## config.mk

```make
export PLATFORM = sky130hd
export DESIGN_NAME = fixed_point_iterative_butterfly_scaled
export DESIGN_NICKNAME = d
export VERILOG_FILES = /design/src/rtl/fixed_point_iterative_butterfly_scaled.sv
export SDC_FILE = /design/constraint.sdc
export NUM_CORES = 2
export LEC_CHECK = 0
export CAP_MARGIN = 20
export CELL_PAD_IN_SITES_DETAIL_PLACEMENT = 1
export CELL_PAD_IN_SITES_GLOBAL_PLACEMENT = 1
export CORE_ASPECT_RATIO = 0.5
export CORE_MARGIN = 2
export CORE_UTILIZATION = 30
export CTS_BUF_LIST = sky130_fd_sc_hd__clkbuf_16
export CTS_CLUSTER_DIAMETER = 80
export DETAILED_ROUTE_END_ITERATION = 6
export GPL_ROUTABILITY_DRIVEN = 0
export GPL_TIMING_DRIVEN = 0
export PLACE_DENSITY = 0.57
export SYNTH_ARGS = -nofsm -noshare
export SYNTH_HDL_FRONTEND = slang
export SYNTH_SLANG_ARGS = --single-unit
```

## constraint.sdc

```tcl
create_clock -name clk -period 13.82 [get_ports clk]
set_input_delay 2.764 -clock clk [delete_from_list [all_inputs] [get_ports clk]]
set_output_delay 2.764 -clock clk [all_outputs]
set_load 0.1 [all_outputs]
```

## src/rtl/fixed_point_iterative_butterfly_scaled.sv

```systemverilog
// Radix-2 complex butterfly c = a + w*b, d = a - w*b with per-transaction /2 scaling,
// wrap-overflow flag, runtime twiddle mode and a Q-deep output queue.
module fixed_point_iterative_butterfly_scaled #(
  parameter int n = 32,
  parameter int d = 16,
  parameter int Q = 2
) (
  input  logic         clk,
  input  logic         reset,
  input  logic         recv_val,
  output logic         recv_rdy,
  input  logic [2:0]   recv_mode,
  input  logic         recv_scale,
  input  logic [n-1:0] ar,
  input  logic [n-1:0] ac,
  input  logic [n-1:0] br,
  input  logic [n-1:0] bc,
  input  logic [n-1:0] wr,
  input  logic [n-1:0] wc,
  output logic         send_val,
  input  logic         send_rdy,
  output logic [n-1:0] cr,
  output logic [n-1:0] cc,
  output logic [n-1:0] dr,
  output logic [n-1:0] dc,
  output logic         send_ovf
);

  localparam int PW = (Q > 1) ? $clog2(Q) : 1;
  localparam int CW = $clog2(Q + 1);
  localparam int MW = (n > 1) ? $clog2(n) : 1;
  localparam logic [MW-1:0] MUL_LAST = MW'(n - 1);
  localparam logic [PW-1:0] PTR_LAST = PW'(Q - 1);
  localparam logic [CW-1:0] QDEPTH   = CW'(Q);

  typedef enum logic {IDLE, MUL_WAIT} state_t;
  typedef struct packed {
    logic [n-1:0] cr, cc, dr, dc;
    logic         ovf;
  } entry_t;

  state_t state, state_next;

  logic fire, trivial, push, pop;
  logic [CW-1:0] count;
  logic [PW-1:0] head, tail;
  entry_t q_mem [Q];
  entry_t last_pop, push_e;

  logic [n-1:0] a_r_q, a_c_q;
  logic         scale_q;

  assign trivial  = (recv_mode >= 3'd1) && (recv_mode <= 3'd4);
  assign recv_rdy = (state == IDLE) && (count < QDEPTH);
  assign fire     = recv_val && recv_rdy;
  assign pop      = send_val && send_rdy;

  // Iterative signed shift-add complex multiplier: one multiplier bit per cycle for
  // all four partial products; the MSB step subtracts (two's-complement weight).
  logic                 mul_recv_val, mul_send_rdy, mul_busy, mul_done;
  logic [MW-1:0]        mul_cnt;
  logic [2*n-1:0]       mb_r, mb_c, acc_rr, acc_cc, acc_rc, acc_cr;
  logic [n-1:0]         mw_r, mw_c;
  logic [2*n-1:0]       mul_re_full, mul_im_full;
  logic [n-1:0]         mul_tr, mul_tc;
  logic                 unused_mul_bits;

  function automatic logic [2*n-1:0] pp(input logic [2*n-1:0] m, input logic b,
                                        input logic neg);
    return b ? (neg ? -m : m) : '0;
  endfunction

  assign mul_recv_val = fire && !trivial;
  assign mul_send_rdy = (state == MUL_WAIT);

  always_ff @(posedge clk) begin
    if (reset) begin
      mul_busy <= 1'b0;
      mul_done <= 1'b0;
      mul_cnt  <= '0;
      mb_r     <= '0;
      mb_c     <= '0;
      mw_r     <= '0;
      mw_c     <= '0;
      acc_rr   <= '0;
      acc_cc   <= '0;
      acc_rc   <= '0;
      acc_cr   <= '0;
    end else if (mul_recv_val) begin
      mb_r     <= {{n{br[n-1]}}, br};
      mb_c     <= {{n{bc[n-1]}}, bc};
      mw_r     <= wr;
      mw_c     <= wc;
      acc_rr   <= '0;
      acc_cc   <= '0;
      acc_rc   <= '0;
      acc_cr   <= '0;
      mul_cnt  <= '0;
      mul_busy <= 1'b1;
    end else if (mul_busy) begin
      acc_rr  <= acc_rr + pp(mb_r, mw_r[0], mul_cnt == MUL_LAST);
      acc_cc  <= acc_cc + pp(mb_c, mw_c[0], mul_cnt == MUL_LAST);
      acc_rc  <= acc_rc + pp(mb_r, mw_c[0], mul_cnt == MUL_LAST);
      acc_cr  <= acc_cr + pp(mb_c, mw_r[0], mul_cnt == MUL_LAST);
      mb_r    <= mb_r << 1;
      mb_c    <= mb_c << 1;
      mw_r    <= mw_r >> 1;
      mw_c    <= mw_c >> 1;
      mul_cnt <= mul_cnt + 1'b1;
      if (mul_cnt == MUL_LAST) begin
        mul_busy <= 1'b0;
        mul_done <= 1'b1;
      end
    end else if (mul_done && mul_send_rdy) begin
      mul_done <= 1'b0;
    end
  end

  assign mul_re_full     = acc_rr - acc_cc;
  assign mul_im_full     = acc_rc + acc_cr;
  assign mul_tr          = mul_re_full[d+n-1:d];
  assign mul_tc          = mul_im_full[d+n-1:d];
  assign unused_mul_bits = ^{mul_re_full, mul_im_full};

  always_ff @(posedge clk) begin
    if (reset) begin
      state   <= IDLE;
      a_r_q   <= '0;
      a_c_q   <= '0;
      scale_q <= 1'b0;
    end else begin
      state <= state_next;
      if (mul_recv_val) begin
        a_r_q   <= ar;
        a_c_q   <= ac;
        scale_q <= recv_scale;
      end
    end
  end

  always_comb begin
    state_next = state;
    push       = 1'b0;
    case (state)
      IDLE: begin
        if (fire && trivial) push = 1'b1;
        if (fire && !trivial) state_next = MUL_WAIT;
      end
      MUL_WAIT: begin
        if (mul_done) begin
          push       = 1'b1;
          state_next = IDLE;
        end
      end
      default: state_next = IDLE;
    endcase
  end

  logic [n-1:0] op_ar, op_ac, t_r, t_c;
  logic         op_scale;
  logic [n:0]   s_cr, s_cc, s_dr, s_dc;

  always_comb begin
    op_ar    = ar;
    op_ac    = ac;
    op_scale = recv_scale;
    t_r      = br;
    t_c      = bc;
    if (state == MUL_WAIT) begin
      op_ar    = a_r_q;
      op_ac    = a_c_q;
      op_scale = scale_q;
      t_r      = mul_tr;
      t_c      = mul_tc;
    end else begin
      case (recv_mode)
        3'd2:    begin t_r = -br; t_c = -bc; end
        3'd3:    begin t_r = -bc; t_c = br;  end
        3'd4:    begin t_r = bc;  t_c = -br; end
        default: begin t_r = br;  t_c = bc;  end
      endcase
    end
  end

  assign s_cr = {op_ar[n-1], op_ar} + {t_r[n-1], t_r};
  assign s_cc = {op_ac[n-1], op_ac} + {t_c[n-1], t_c};
  assign s_dr = {op_ar[n-1], op_ar} - {t_r[n-1], t_r};
  assign s_dc = {op_ac[n-1], op_ac} - {t_c[n-1], t_c};

  always_comb begin
    push_e.cr  = op_scale ? s_cr[n:1] : s_cr[n-1:0];
    push_e.cc  = op_scale ? s_cc[n:1] : s_cc[n-1:0];
    push_e.dr  = op_scale ? s_dr[n:1] : s_dr[n-1:0];
    push_e.dc  = op_scale ? s_dc[n:1] : s_dc[n-1:0];
    push_e.ovf = !op_scale && ((s_cr[n] ^ s_cr[n-1]) || (s_cc[n] ^ s_cc[n-1]) ||
                               (s_dr[n] ^ s_dr[n-1]) || (s_dc[n] ^ s_dc[n-1]));
  end

  always_ff @(posedge clk) begin
    if (push && !reset) q_mem[tail] <= push_e;
  end

  always_ff @(posedge clk) begin
    if (reset) begin
      count    <= '0;
      head     <= '0;
      tail     <= '0;
      last_pop <= '0;
    end else begin
      if (push) tail <= (tail == PTR_LAST) ? '0 : tail + 1'b1;
      if (pop) begin
        head     <= (head == PTR_LAST) ? '0 : head + 1'b1;
        last_pop <= q_mem[head];
      end
      case ({push, pop})
        2'b10:   count <= count + 1'b1;
        2'b01:   count <= count - 1'b1;
        default: count <= count;
      endcase
    end
  end

  // An empty queue keeps presenting the most recently popped entry.
  assign send_val = (count != '0);
  assign {cr, cc, dr, dc, send_ovf} = send_val ? q_mem[head] : last_pop;

endmodule

```

==> out/metrics.cfg <==
[timing]
fin_skew_ns = 0.0534
setup_viol = 0
grt_setup_unrepaired = no
finalCriticalPeriod_ns = 10.46
hold_violations = 0
tightestPinTransition_ns = 1.23
slew_headroom = 0.176
period_share = 0.757
fmax_mhz = 95.6
drv_slew = 0

[critical_path]
critPathArrivalTime_ns = 10.87
crit_required_ns = 14.23
critPathKind = in2reg
regToRegStartpoint = acc_cc[13]$_SDFFE_PP0P_
reg2reg_setup_slack_ns = 5.14
endpoint_kind = flop
rr_worst_depth = 25
path_max_fanout = 10
start_kind = input pin
r2r_end = q_mem[0][0]$_DFFE_PP_

[route]
vias = 56000
drtIter0Drc = 4388
route.detailed.drc = 0
wire_per_inst_um = 26.4
via_per_inst = 5.45
ant_nets = 0
first_pass_iters = 5
drt_wl_total_um = 271000

[global_routing]
grt_pass1_wl_um = 390000
track_usage = 0.260
grt_overflow = 0
antenna_found_initial = 27
grt_start_max_net_pins = 16
grt_pass1_vias = 55787

[layout]
areaGrowthSynthToFinish_pct = 17.0
fin_util = 0.354
regArea_mm2 = 0.0189
nFillCells = 23253
multiInputGateArea_mm2 = 0.0380
post_layout_nonfiller_instances = 10271
nNetsFinal = 8173
drive_above_1_share = 0.0454

[floorplan]
rows = 115
core_area_mm2 = 0.197
die_w_um = 633
io_pins = 331
start_util = 0.302
die-height_um = 319
fp.dieArea_mm2 = 0.202

[logic_synthesis]
yosysSeqAreaShare = 0.319
ys_types = 89
syn_inst = 7091
syn_area_mm2 = 0.0594
synth_edf_count = 258
synth-async-reset-ratio = 0
synth_mux_area_frac = 0.0970
synth_seq_cells = 817
synth_flop_cell = dfxtp_1
synth_top_family_by_area = compound AO/OA/AOI/OAI gates
synth_compound_area_frac = 0.214
synth_nets = 7714
yosys_warnings = 0
synthXorXnorAreaFrac = 0.0724
syn_avg_cell_area_um2 = 8.38
yosys.area_share.adder = 0.0901
synthSimpleGateAreaFrac = 0.166

[pwr]
p_total_mw = 13.1
irDropWorstVdd_uv = 279
power_leakage_nw = 26.4
cellPowerDensity_mw_per_mm2 = 189

[clocking]
clkSlewWorstSetupHoldPaths_ns = 0.07
postCtsResizedCells = 0
cts.sinks = 817
cts_buffer_depth = 3
cts_tree = done
cts_hold_buf = 0
ctsHtreeMaxLevel = 3
cts-root-buf = clkbuf_16
clock_latency_ns = 0.76
cts_made_buffers = 92
cts_setup_buffers = 0

[placed_design]
dpl.hpwl_um = 220000
io_buffer_count = 317
dpl.cell_count = 10086

[run_status]
outcome = complete, no violations

[worst_hold_path]
holdPathEnd = a_c_q[27]$_SDFFE_PP0P_
min_path_type = reg2reg
min_path_cells = 2
hp-start = a_c_q[27]$_SDFFE_PP0P_

[job]
drv_cap = 0

==> layer usage <==
metal	global-route usage	part of all wire	vias up
li1	-	-	26477
met1	0.371	0.48	27866
met2	0.409	0.44	1338
met3	0.0322	0.047	319
met4	0.0773	0.030	0
met5	0	0	-
==> synth_stat cells (28+ instances only) <==
| cell | count | area [µm²] |
|---|---|---|
| nand2_1 | 561 | 2110 |
| mux2i_1 | 477 | 4770 |
| and3_1 | 42 | 263 |
| clkbuf_1 | 399 | 1500 |
| inv_1 | 231 | 867 |
| nand2b_1 | 55 | 344 |
| xor2_1 | 221 | 1940 |
| o21bai_1 | 69 | 518 |
| nor2b_1 | 235 | 1470 |
| dfxtp_1 | 559 | 11200 |
| mux2_2 | 88 | 991 |
| nor4_1 | 28 | 175 |
| nand4_1 | 56 | 350 |
| or3_1 | 40 | 250 |
| nand3_1 | 87 | 435 |
| a211oi_1 | 325 | 2440 |
| xnor2_1 | 270 | 2360 |
| edfxtp_1 | 258 | 7750 |
| ha_1 | 415 | 5190 |
| or2_2 | 30 | 188 |
| nor3_1 | 89 | 445 |
| o21a_1 | 37 | 278 |
| o31ai_1 | 47 | 353 |
| a21oi_1 | 659 | 3300 |
| o21ai_0 | 357 | 1790 |
| nor2_1 | 824 | 3090 |
| a31oi_1 | 54 | 338 |
| a21o_1 | 179 | 1340 |
==> metrics by stage <==
stage / hold slack, ns / TNS (ns) / area (µm²) / setup slack [ns]
floorplan: 0.433 / 0 / 59400 / 0.0269
global placement: 0.438 / -1837.48 / 65900 / -7.67
detailed placement: 0.445 / 0 / 66600 / 2.96
CTS: 0.456 / 0 / 69500 / 3.71
global route: 0.471 / 0 / 69500 / 3.07
finish: 0.454 / 0 / 69500 / 3.36
==> cell usage in the layout (no fill, tap or decap), types with 23 or more instances in the layout <==
cell | netlist | final
nor2b_1 | 235 | 235
nor4_1 | 28 | 28
o21a_1 | 37 | 37
nor2_1 | 824 | 824
nand4_1 | 56 | 56
and3_1 | 42 | 42
edfxtp_1 | 258 | 258
a21o_1 | 179 | 179
clkdlybuf4s50_1 | 0 | 317
ha_1 | 415 | 415
o21ai_0 | 357 | 357
nand2_1 | 561 | 561
buf_1 | 23 | 23
a211oi_1 | 325 | 325
mux2i_1 | 477 | 477
o21bai_1 | 69 | 69
o211ai_1 | 27 | 27
a31oi_1 | 54 | 54
mux2_2 | 88 | 88
or3_1 | 40 | 40
clkbuf_1 | 399 | 392
a21oi_1 | 659 | 659
dfxtp_1 | 559 | 559
nand2b_1 | 55 | 55
o31ai_1 | 47 | 47
clkbuf_16 | 0 | 92
xor2_1 | 221 | 221
a221oi_1 | 27 | 27
nor3_1 | 89 | 88
or2_2 | 30 | 30
xnor2_1 | 270 | 270
inv_1 | 231 | 247
nand3_1 | 87 | 87
==> cells by family after synthesis <==
family | after synthesis
xor gates and xnor gates | 491
buffers and inverters | 659
muxes | 565
and+or+nand+nor | 2139
AOI/OAI and AO/OA | 1997
DFF | 817
adders and majority gates | 423
==> sequential cells by signal, indices dropped and copies added, names as in the netlist, 2 cells and up, named ones only <==
register / flops
mul_cnt: 5
mw_r: 32
acc_cr: 48
last_pop: 129
mb_c: 48
acc_rr: 48
a_c_q: 32
a_r_q: 32
count: 2
acc_cc: 48
acc_rc: 48
q_mem: 258
mb_r: 48
mw_c: 32
==> worst max-delay path: stages <==
cell and delay [ns]:
clkdlybuf4s50_1 0.59, clkbuf_1 0.60, nand2b_1 0.30, nor2_1 0.77, nor2_1 0.38, clkbuf_1 0.47, a22oi_1 0.29, o21ai_0 0.32
mux2_2 0.46, ha_1 0.29, clkbuf_1 0.32, inv_1 0.19, o31ai_1 0.46, a211oi_1 0.18, o21ai_0 0.24, a211oi_1 0.18
nor3_1 0.48, a211oi_1 0.25, o311ai_0 0.50, a21oi_1 0.16, xor2_1 0.41, a41oi_1 0.23
==> cell type report <==
class	instances	share of cell area
antenna	12	0.000432
buffer	425	0.0232
clock buffer	92	0.0331
clock inverter	79	0.00925
inverter	234	0.0126
multi-input combinational	5615	0.547
sequential	817	0.272
tap	2632	0.0474
timing repair buffer	365	0.0547
==> worst max path at each step <==
stage / start / to / slack, ns
3_5_place_dp: recv_mode[2] / q_mem[0][0]$_DFFE_PP_ / 2.96
2_1_floorplan: recv_mode[1] / q_mem[1][0]$_DFFE_PP_ / 0.03
5_1_grt: recv_mode[2] / q_mem[1][0]$_DFFE_PP_ / 3.07
6_report: recv_mode[2] / q_mem[0][0]$_DFFE_PP_ / 3.36
3_3_place_gp: recv_mode[0] / q_mem[1][106]$_DFFE_PP_ / -7.67
4_1_cts: recv_mode[2] / q_mem[0][0]$_DFFE_PP_ / 3.71
==> where the power goes <==
part | switching [mW] | total, mW | leakage, nW | internal, mW
Sequential | 0.191 | 3.09 | 6.90 | 2.90
Combinational | 5.65 | 7.53 | 18.0 | 1.88
Clock | 1.20 | 2.51 | 1.51 | 1.31
Total | 7.03 | 13.1 | 26.4 | 6.09
No activity file was read; power rests on OpenSTA's default activity.
